## src/rtl/hazard_pkg.sv

```systemverilog
// hazard_pkg: types and helpers shared by hazard_monitor and hazard_player_fsm.
//   MAX_HAZ      upper bound on the number of hazard pools (sizes kill_idx)
//   ply_state_e  per-player life state
//   bbox_t       signed player bounding box
//   overlap()    strict rectangle overlap test against one pool
package hazard_pkg;

  localparam int MAX_HAZ = 16;
  localparam int IDX_W   = $clog2(MAX_HAZ);

  typedef enum logic [1:0] {
    ALIVE = 2'd0,
    TOUCH = 2'd1,
    DEAD  = 2'd2
  } ply_state_e;

  typedef struct packed {
    logic signed [15:0] top;
    logic signed [15:0] bottom;
    logic signed [15:0] left;
    logic signed [15:0] right;
  } bbox_t;

  // Far edges are formed 17 bits wide so a pool near +32767 cannot wrap
  // negative. Touching edges do not count as overlap.
  function automatic logic overlap(bbox_t a, logic signed [15:0] x, logic signed [15:0] y,
                                   logic signed [15:0] w, logic signed [15:0] h);
    logic signed [16:0] xw;
    logic signed [16:0] yh;
    xw = 17'(x) + 17'(w);
    yh = 17'(y) + 17'(h);
    return (a.right > x) && (17'(a.left) < xw) &&
           (a.bottom > y) && (17'(a.top) < yh);
  endfunction

endpackage

```

## src/rtl/hazard_player_fsm.sv

```systemverilog
// hazard_player_fsm: life state of one player with frame debounce.
//   Clk         system clock
//   clear       synchronous clear (Reset or restart), beats frame_tick
//   frame_tick  per-frame sampling strobe
//   lethal_any  player overlaps at least one non-immune pool
//   lethal_idx  lowest-index lethal pool this cycle
//   dead        sticky death flag (registered)
//   kill_idx    pool that caused the death, latched on the killing tick
//   dying       combinational: this tick moves the player into DEAD
module hazard_player_fsm
  import hazard_pkg::*;
#(
  parameter int DEBOUNCE = 2
) (
  input  logic             Clk,
  input  logic             clear,
  input  logic             frame_tick,
  input  logic             lethal_any,
  input  logic [IDX_W-1:0] lethal_idx,
  output logic             dead,
  output logic [IDX_W-1:0] kill_idx,
  output logic             dying
);

  localparam int CNT_W = $clog2(DEBOUNCE + 1);

  ply_state_e       state, state_nxt;
  logic [CNT_W-1:0] cnt, cnt_nxt;

  always_ff @(posedge Clk) begin
    if (clear) begin
      state    <= ALIVE;
      cnt      <= '0;
      kill_idx <= '0;
    end else begin
      state <= state_nxt;
      cnt   <= cnt_nxt;
      if (dying) kill_idx <= lethal_idx;
    end
  end

  always_comb begin
    state_nxt = state;
    cnt_nxt   = cnt;
    dying     = 1'b0;
    if (frame_tick) begin
      unique case (state)
        ALIVE: begin
          if (lethal_any) begin
            cnt_nxt = CNT_W'(1);
            if (DEBOUNCE == 1) begin
              state_nxt = DEAD;
              dying     = 1'b1;
            end else begin
              state_nxt = TOUCH;
            end
          end
        end
        TOUCH: begin
          if (!lethal_any) begin
            state_nxt = ALIVE;
            cnt_nxt   = '0;
          end else if (int'(cnt) + 1 >= DEBOUNCE) begin
            state_nxt = DEAD;
            cnt_nxt   = CNT_W'(DEBOUNCE);
            dying     = 1'b1;
          end else begin
            cnt_nxt = cnt + CNT_W'(1);
          end
        end
        DEAD:    state_nxt = DEAD;
        default: state_nxt = ALIVE;
      endcase
    end
  end

  assign dead = (state == DEAD);

endmodule

```

## src/rtl/hazard_monitor.sv

```systemverilog
// hazard_monitor: tests NUM_HAZ hazard pools against NUM_PLY player boxes
// once per frame, debounces kills, records the killing pool and sequences
// a delayed game-over.
//   Clk, Reset        clock, synchronous active-high reset
//   frame_tick        one-cycle per-frame sampling strobe
//   restart           synchronous level restart, same effect as Reset
//   ply_top/bottom/left/right  signed player boxes, one 16-bit lane per player
//   player_dead       sticky per-player death flags
//   kill_idx          killing pool per player, valid when player_dead[p]
//   first_dead        player that died first
//   game_over         sticky, GO_DELAY frames after the first death
//   game_over_pulse   one-cycle strobe on the game_over rise
module hazard_monitor
  import hazard_pkg::*;
#(
  parameter int                 NUM_HAZ    = 3,
  parameter int                 NUM_PLY    = 2,
  parameter int                 HAZ_W      = 80,
  parameter int                 HAZ_H      = 12,
  parameter shortint            HAZ_X      [NUM_HAZ] = '{296, 424, 392},
  parameter shortint            HAZ_Y      [NUM_HAZ] = '{463, 463, 366},
  parameter logic [NUM_PLY-1:0] HAZ_IMMUNE [NUM_HAZ] = '{2'b01, 2'b10, 2'b00},
  parameter int                 DEBOUNCE   = 2,
  parameter int                 GO_DELAY   = 60
) (
  input  logic                          Clk,
  input  logic                          Reset,
  input  logic                          frame_tick,
  input  logic                          restart,
  input  logic [NUM_PLY-1:0][15:0]      ply_top,
  input  logic [NUM_PLY-1:0][15:0]      ply_bottom,
  input  logic [NUM_PLY-1:0][15:0]      ply_left,
  input  logic [NUM_PLY-1:0][15:0]      ply_right,
  output logic [NUM_PLY-1:0]            player_dead,
  output logic [NUM_PLY-1:0][IDX_W-1:0] kill_idx,
  output logic [1:0]                    first_dead,
  output logic                          game_over,
  output logic                          game_over_pulse
);

  localparam int GO_W = (GO_DELAY < 1) ? 1 : $clog2(GO_DELAY + 1);

  logic                      clr;
  logic [NUM_PLY-1:0][NUM_HAZ-1:0] lethal;
  logic [NUM_PLY-1:0]        lethal_any;
  logic [NUM_PLY-1:0][IDX_W-1:0] lethal_idx;
  logic [NUM_PLY-1:0]        dying;
  logic [1:0]                first_enc;
  logic                      death_seen;
  logic [GO_W-1:0]           go_cnt;

  assign clr = Reset | restart;

  for (genvar p = 0; p < NUM_PLY; p++) begin : g_ply
    bbox_t box;
    assign box = '{top: ply_top[p], bottom: ply_bottom[p], left: ply_left[p], right: ply_right[p]};

    for (genvar h = 0; h < NUM_HAZ; h++) begin : g_haz
      assign lethal[p][h] = overlap(box, HAZ_X[h], HAZ_Y[h], 16'(HAZ_W), 16'(HAZ_H))
                            && !HAZ_IMMUNE[h][p];
    end

    // Lowest-index lethal pool wins.
    always_comb begin
      lethal_idx[p] = '0;
      for (int h = NUM_HAZ - 1; h >= 0; h--) begin
        if (lethal[p][h]) lethal_idx[p] = IDX_W'(h);
      end
    end

    assign lethal_any[p] = |lethal[p];

    hazard_player_fsm #(.DEBOUNCE(DEBOUNCE)) u_fsm (
      .Clk        (Clk),
      .clear      (clr),
      .frame_tick (frame_tick),
      .lethal_any (lethal_any[p]),
      .lethal_idx (lethal_idx[p]),
      .dead       (player_dead[p]),
      .kill_idx   (kill_idx[p]),
      .dying      (dying[p])
    );
  end

  always_comb begin
    first_enc = '0;
    for (int p = NUM_PLY - 1; p >= 0; p--) begin
      if (dying[p]) first_enc = 2'(p);
    end
  end

  // The death tick itself starts the timer at zero; only later ticks count.
  always_ff @(posedge Clk) begin
    game_over_pulse <= 1'b0;
    if (clr) begin
      death_seen <= 1'b0;
      first_dead <= '0;
      go_cnt     <= '0;
      game_over  <= 1'b0;
    end else if (frame_tick) begin
      if (!death_seen && |dying) begin
        death_seen <= 1'b1;
        first_dead <= first_enc;
        go_cnt     <= '0;
        if (GO_DELAY == 0) begin
          game_over       <= 1'b1;
          game_over_pulse <= 1'b1;
        end
      end else if (death_seen && !game_over) begin
        go_cnt <= go_cnt + GO_W'(1);
        if (int'(go_cnt) + 1 == GO_DELAY) begin
          game_over       <= 1'b1;
          game_over_pulse <= 1'b1;
        end
      end
    end
  end

endmodule

```

## config.mk

```make
export PLATFORM = sky130hd
export DESIGN_NAME = hazard_monitor
export DESIGN_NICKNAME = d
export VERILOG_FILES = /design/src/rtl/hazard_pkg.sv /design/src/rtl/hazard_player_fsm.sv /design/src/rtl/hazard_monitor.sv
export SDC_FILE = /design/constraint.sdc
export NUM_CORES = 1
export LEC_CHECK = 0
export CELL_PAD_IN_SITES_DETAIL_PLACEMENT = 1
export CELL_PAD_IN_SITES_GLOBAL_PLACEMENT = 1
export CORE_MARGIN = 1.5
export CORE_UTILIZATION = 25
export CTS_BUF_LIST = sky130_fd_sc_hd__clkbuf_4
export DETAILED_ROUTE_END_ITERATION = 7
export GPL_TIMING_DRIVEN = 0
export PLACE_DENSITY_LB_ADDON = 0.1
export SLEW_MARGIN = 0
export SYNTH_ARGS = -nofsm -noshare
export SYNTH_HDL_FRONTEND = slang
export SYNTH_HIERARCHICAL = 1
export SYNTH_SLANG_ARGS = --single-unit
```

## constraint.sdc

```tcl
create_clock -name Clk -period 6.2 [get_ports Clk]
set_input_delay 0.93 -clock Clk [delete_from_list [all_inputs] [get_ports Clk]]
set_output_delay 0.93 -clock Clk [all_outputs]
set_load 0.02 [all_outputs]
```

Yosys cells after proc, flatten, opt, wreduce, memory -nomap -nowiden
Cells that the tools add are included.
Widths: inputs -> output; s select.
{"block": "op_classes", "addsub": 6, "magnitude_cmp": 18, "n_eq_ne": 9, "mux": 31, "bitwise_logic": 4, "reduce_logical": 32}
{"op": "$gt 16x10->1 const B", "count": 8}
{"op": "$lt 16x10->1 const B", "count": 8}
{"op": "$ge 32x3->1 const B", "count": 2}
{"op": "$mux 2", "count": 13}
{"op": "$logic_and 1x1->1", "count": 14}
{"op": "$mux 6", "count": 2}
{"op": "$pmux 2 s3", "count": 2}
{"op": "$reduce_and 3->1", "count": 4}
{"op": "$mux 1", "count": 11}
{"op": "$pmux 2 s2", "count": 2}
{"op": "$add 6x1->7 const B", "count": 1}
{"op": "$eq 7x6->1 const B", "count": 1}
{"op": "$add 2x1->3 const B", "count": 2}
{"op": "$add 6x1->6 const B", "count": 1}
{"op": "$ne 3x3->1 const B", "count": 2}
{"op": "$reduce_bool 2->1", "count": 3}
{"op": "$reduce_or 2->1", "count": 3}
{"op": "$add 2x1->2 const B", "count": 2}
{"op": "$eq 2x1->1 const B", "count": 2}
{"op": "$eq 2x2->1 const B", "count": 2}
{"op": "$logic_not 2->1", "count": 2}
{"op": "$mux 4", "count": 1}
{"op": "$ne 2x1->1 const B", "count": 2}
{"op": "$reduce_and 2->1", "count": 2}
{"op": "other kinds (5)", "count": 8}
{"block": "word_totals", "register_bits": 27, "input_bits": 132, "output_inout_bits": 14, "word_cells": 111}

Depth between registers and ports, before layout
{"block": "depth", "ltp_word": 12, "ltp_mapped": 12}

By module
Netlist, hierarchy kept.
{"mod": "hazard_monitor", "n_inst": 1, "cells_each": 158, "area_each_um2": 1094.8, "seq_area_each_um2": 200.2}
{"mod": "hazard_player_fsm (g_ply[1].u_fsm)", "n_inst": 1, "cells_each": 40, "area_each_um2": 409.1, "seq_area_each_um2": 160.2}
{"mod": "hazard_player_fsm (g_ply[0].u_fsm)", "n_inst": 1, "cells_each": 39, "area_each_um2": 391.6, "seq_area_each_um2": 160.2}

Worst setup path after synthesis
OpenSTA, ideal clock, no wires.
{"block": "synth_timing", "kind": "input port to flip-flop", "startpoint": "in ply_top[30] (netlist name)", "endpoint": "reg go_cnt[2]", "setup_time_ps": 74, "arrival_ps": 3754, "required_ps": 6126, "path_slack_ps": 2372, "stages": 12, "path_cell_list": "nor4_1 > a21oi_1 > or3_1 > or4_1 > or2b_1 > o2111a_1 > buf_6 > nor2_1 > nor2_1 > o21ai_1 > or4b_2 > a21oi_1"}
{"block": "synth_via", "elab_chain_cells": 10, "elab_cells_between_ends": 13, "cone_classes": "2 x order compare; 4 x mux; 7 x reduce/logical"}
{"item": "from (decl)", "line_no": "hazard_monitor.sv:30", "text": "input logic [NUM_PLY-1:0][15:0] ply_top,"}
{"item": "$lt 16x10->1 (on tied branches)"}
{"item": "$logic_and 1x1->1", "line_no": "hazard_pkg.sv:33", "text": "(a.bottom > y) && (17'(a.top) < yh);"}
{"item": "$reduce_or 2->1 *", "line_no": "hazard_monitor.sv:71", "text": "assign lethal_any[p] = |lethal[p];"}
{"item": "net lethal_any[1]", "line_no": "hazard_monitor.sv:45", "text": "logic [NUM_PLY-1:0] lethal_any;"}
{"item": "$mux 1 *", "line_no": "hazard_player_fsm.sv:60", "text": "if (!lethal_any) begin"}
{"item": "$mux 1 *", "line_no": "hazard_player_fsm.sv:47", "text": "unique case (state)"}
{"item": "$mux 1 *", "line_no": "hazard_player_fsm.sv:46", "text": "if (frame_tick) begin"}
{"item": "net dying[1]", "line_no": "hazard_monitor.sv:47", "text": "logic [NUM_PLY-1:0] dying;"}
{"item": "$reduce_or 2->1 *", "line_no": "hazard_monitor.sv:101", "text": "if (!death_seen && |dying) begin"}
{"item": "$logic_and 1x1->1 *", "line_no": "hazard_monitor.sv:101"}
{"item": "$reduce_bool 2->1 (no line)"}
{"item": "$reduce_and 2->1 (no line)"}
{"item": "to (signal assigned)", "line_no": "hazard_monitor.sv:110", "text": "go_cnt <= go_cnt + GO_W'(1);"}
{"item": "to (decl)", "line_no": "hazard_monitor.sv:50", "text": "logic [GO_W-1:0] go_cnt;"}
The timed path passes the listed nets; every way through them passes the cells marked *.
A chain may end at the register's enable or synchronous reset.

Worst setup path after layout
Ends and elaborated chain as after synthesis.

==> metrics.csv <==
metric,value,unit
run status,"complete, no violations",
cts hold-fix bufs,0,
number of setup buffers added after CTS,0,
placed cell area,0.00342,mm²
Period minus WS final,4370,ps
final net count,519,
Via density,4.92,
CTS tree,yes,
worst-path fanout max,8,
Post-synth top flop,dfxtp_1,
Hold Startpoint,go_cnt[5],
R2R Setup Slk,3720,ps
register clock-pin slew on the reported worst setup and hold paths,160,ps
"CP delay by family, top",simple AND/OR/NAND/NOR gates,
Final period util,70.5,%
TritonCTS Buffers,3,
post-route ant nets,0,
"Buf+Inv Stages, Crit Path",2,
DRC viols,0,
cell count along the critical path,13,
RSZ-0062 raised after global routing,false,
crit start category,input port,
Setup Skew,14.7,ps
worst slew pin tran,683,ps
"slowest stage delay, CP",660,ps
Yosys warning total,6,
Post-synth EDFFs,0,
worst skew pair latency,330,ps
n_diodes,0,
CP arrival,4640,ps
"worst slack, placed",1450,ps
CP endpoint kind,flop,
average size of a mapped cell,8.00,µm²
final setup margin,1830,ps
P&R area growth vs syn,81.8,%
Die Area,0.00811,mm²
reg-to-reg startpoint,g_ply[0].u_fsm/state[0],
GRT Overall Usage,17.1,%
DP HPWL,6.24,mm
power density over the cells,105,mW/mm²
Slew Limit Fails,0,
initial antenna violation count,0,
initial core utilization,26.0,%
Async SR Flop Fraction,0,%
H-tree Lvls,1,
"Slowest-stage cell, CP",or4b_2,
register area share after synthesis,27.5,%
layout cells sized above 1,3.65,%
via count,2377,
# clock sinks,26,
max cap viols,0,
terminus of the critical flop-to-flop path,go_cnt[2],
worst-path cell chain,"clkdlybuf4s50_1, nor4_1, a21oi_1, or3_1, or4_1, or2b_1, o2111a_1, buf_6, nor2_1, nor2_1, o21ai_1, or4b_2, a21oi_1",
first-pass GRT wire length,11.4,mm
cell area after layout,0.00345,mm²
initial drt markers,25,
Clock Path Buffers,2,
relative slew slack,54.1,%
Critical Path RT,6460,ps
VDD IR max,46.7,µV
Yosys reg bits,26,
CTS Root Cell,clkbuf_4,
DR WL/cell,14.6,µm
largest net degree at the start of global routing,15,
Lkg Pwr,0.00124,µW
Setup TNS Final,0,ps
hold slack,471,ps
DIE HEIGHT,90.1,µm
R2R depth,7,
core footprint,0.00729,mm²
post-CTS sizing,0,
Ports,146,
drt pass-1 iters,4,
Worst Setup EP,go_cnt[2],
Fin. Hold Viols,0,
Fmax,0.229,GHz
final WL,7.03,mm
grt ovf,0,
count of input and output buffers,138,
Row Count,31,
vias in the first global route,2476,
die width,90.1,µm
Worst Hold Class,flop to flop,
Mapped Area,0.00190,mm²
GPL Wtd Cong,0.746,
post-synthesis cell type count,63,
final setup fails,0,
Critical Path Source,ply_top[30],
CP Class,input port to flop,
Synth Instances,237,
==> cells in the final DEF, fill, tap and decap left out, drive strengths merged, types with 4 or more instances in the layout <==
cell type	netlist	layout
clkdlybuf4s50	0	138
clkbuf	2	5
nor3	4	4
nor2b	7	7
nor4	7	7
mux2i	8	8
inv	4	4
dfxtp	26	26
nand2	15	15
a21oi	19	19
or4	4	4
a31oi	7	7
o21ai	13	13
nand3	7	7
conb	1	6
nand4	5	5
nor2	22	22
nand2b	18	18
==> worst min path at each step <==
stage / endpoint / slack (ps) / cells after the start
floorplan: go_cnt[5] / 420 / 1
global placement: go_cnt[5] / 440 / 1
detailed placement: go_cnt[5] / 450 / 1
CTS: go_cnt[5] / 470 / 1
global route: go_cnt[5] / 500 / 1
finish: go_cnt[5] / 470 / 1
==> report_power, final <==
group / total [µW] / internal (µW) / leakage (µW) / switching (µW)
sequential: 168 / 168 / 0.000209 / 0.483
clock: 75.9 / 23.6 / 0.0000154 / 52.3
combinational: 119 / 84.0 / 0.00102 / 34.8
total: 363 / 275 / 0.00124 / 87.6
==> registers in the layout (all words and copies together) (netlist names) <==
name / cells
death_seen: 1
first_dead: 1
g_ply.u_fsm/cnt: 4
g_ply.u_fsm/kill_idx: 8
g_ply.u_fsm/state: 4
game_over: 1
game_over_pulse: 1
go_cnt: 6
==> metal layers <==
layer	track usage (%)	routed length [µm]	vias up	share of wire [%]
li1	-	-	1196	-
met5	0	0	-	0
met4	4.76	76	0	1.1
met2	31.3	3560	76	51
met1	18.8	2800	1101	40
met3	5.41	596	4	8.5
==> cell families after synthesis <==
group	count (synthesis)	share of synthesized area (%)
simple gates	111	34.9
compound gates	75	27.0
flops	26	27.5
buf+inv	10	2.97
mux	9	4.82
xor+xnor	3	1.39
fa+ha+maj	2	1.32
other cells	1	0.198
==> worst register-to-register path, delay by kind of cell, from the launching register on <==
kind            cells  cell delay, ps
simple gates        5            1550
flops               1             500
compound gates      2             370
==> final cells by class <==
cell class / instances / area (µm²)
well taps: 99 / 124
multi-input cells: 206 / 1340
inverters: 5 / 18.8
clock buffers: 3 / 22.5
plain buffers: 5 / 37.5
fillers: 897 / 3850
clock inverters: 1 / 3.75
flip-flops and latches: 26 / 520
repair buffers: 138 / 1380
==> cell usage after synthesis, drive strengths merged, types with 4 or more instances <==
master	number	area share, %
nor2	22	4.4
a31oi	7	2.3
o21ai	13	3.4
nor2b	7	3.1
nand2	15	3.1
nor3	4	1.1
nand3	7	1.8
nand2b	18	5.9
dfxtp	26	27
a21oi	19	5.0
nand4	5	1.7
mux2i	8	4.2
inv	4	0.79
nor4	7	2.3
or4	4	1.6
==> stage by stage <==
stage          utilization (%)  total power [µW]  cells
2_1_floorplan                -               199    242
3_3_place_gp              46.9               289    479
3_5_place_dp              46.9               291    479
4_1_cts                   47.3               367    483
5_1_grt                   47.3               383    483
6_report                  47.3               363    483
(Power assumes the default switching activity.)
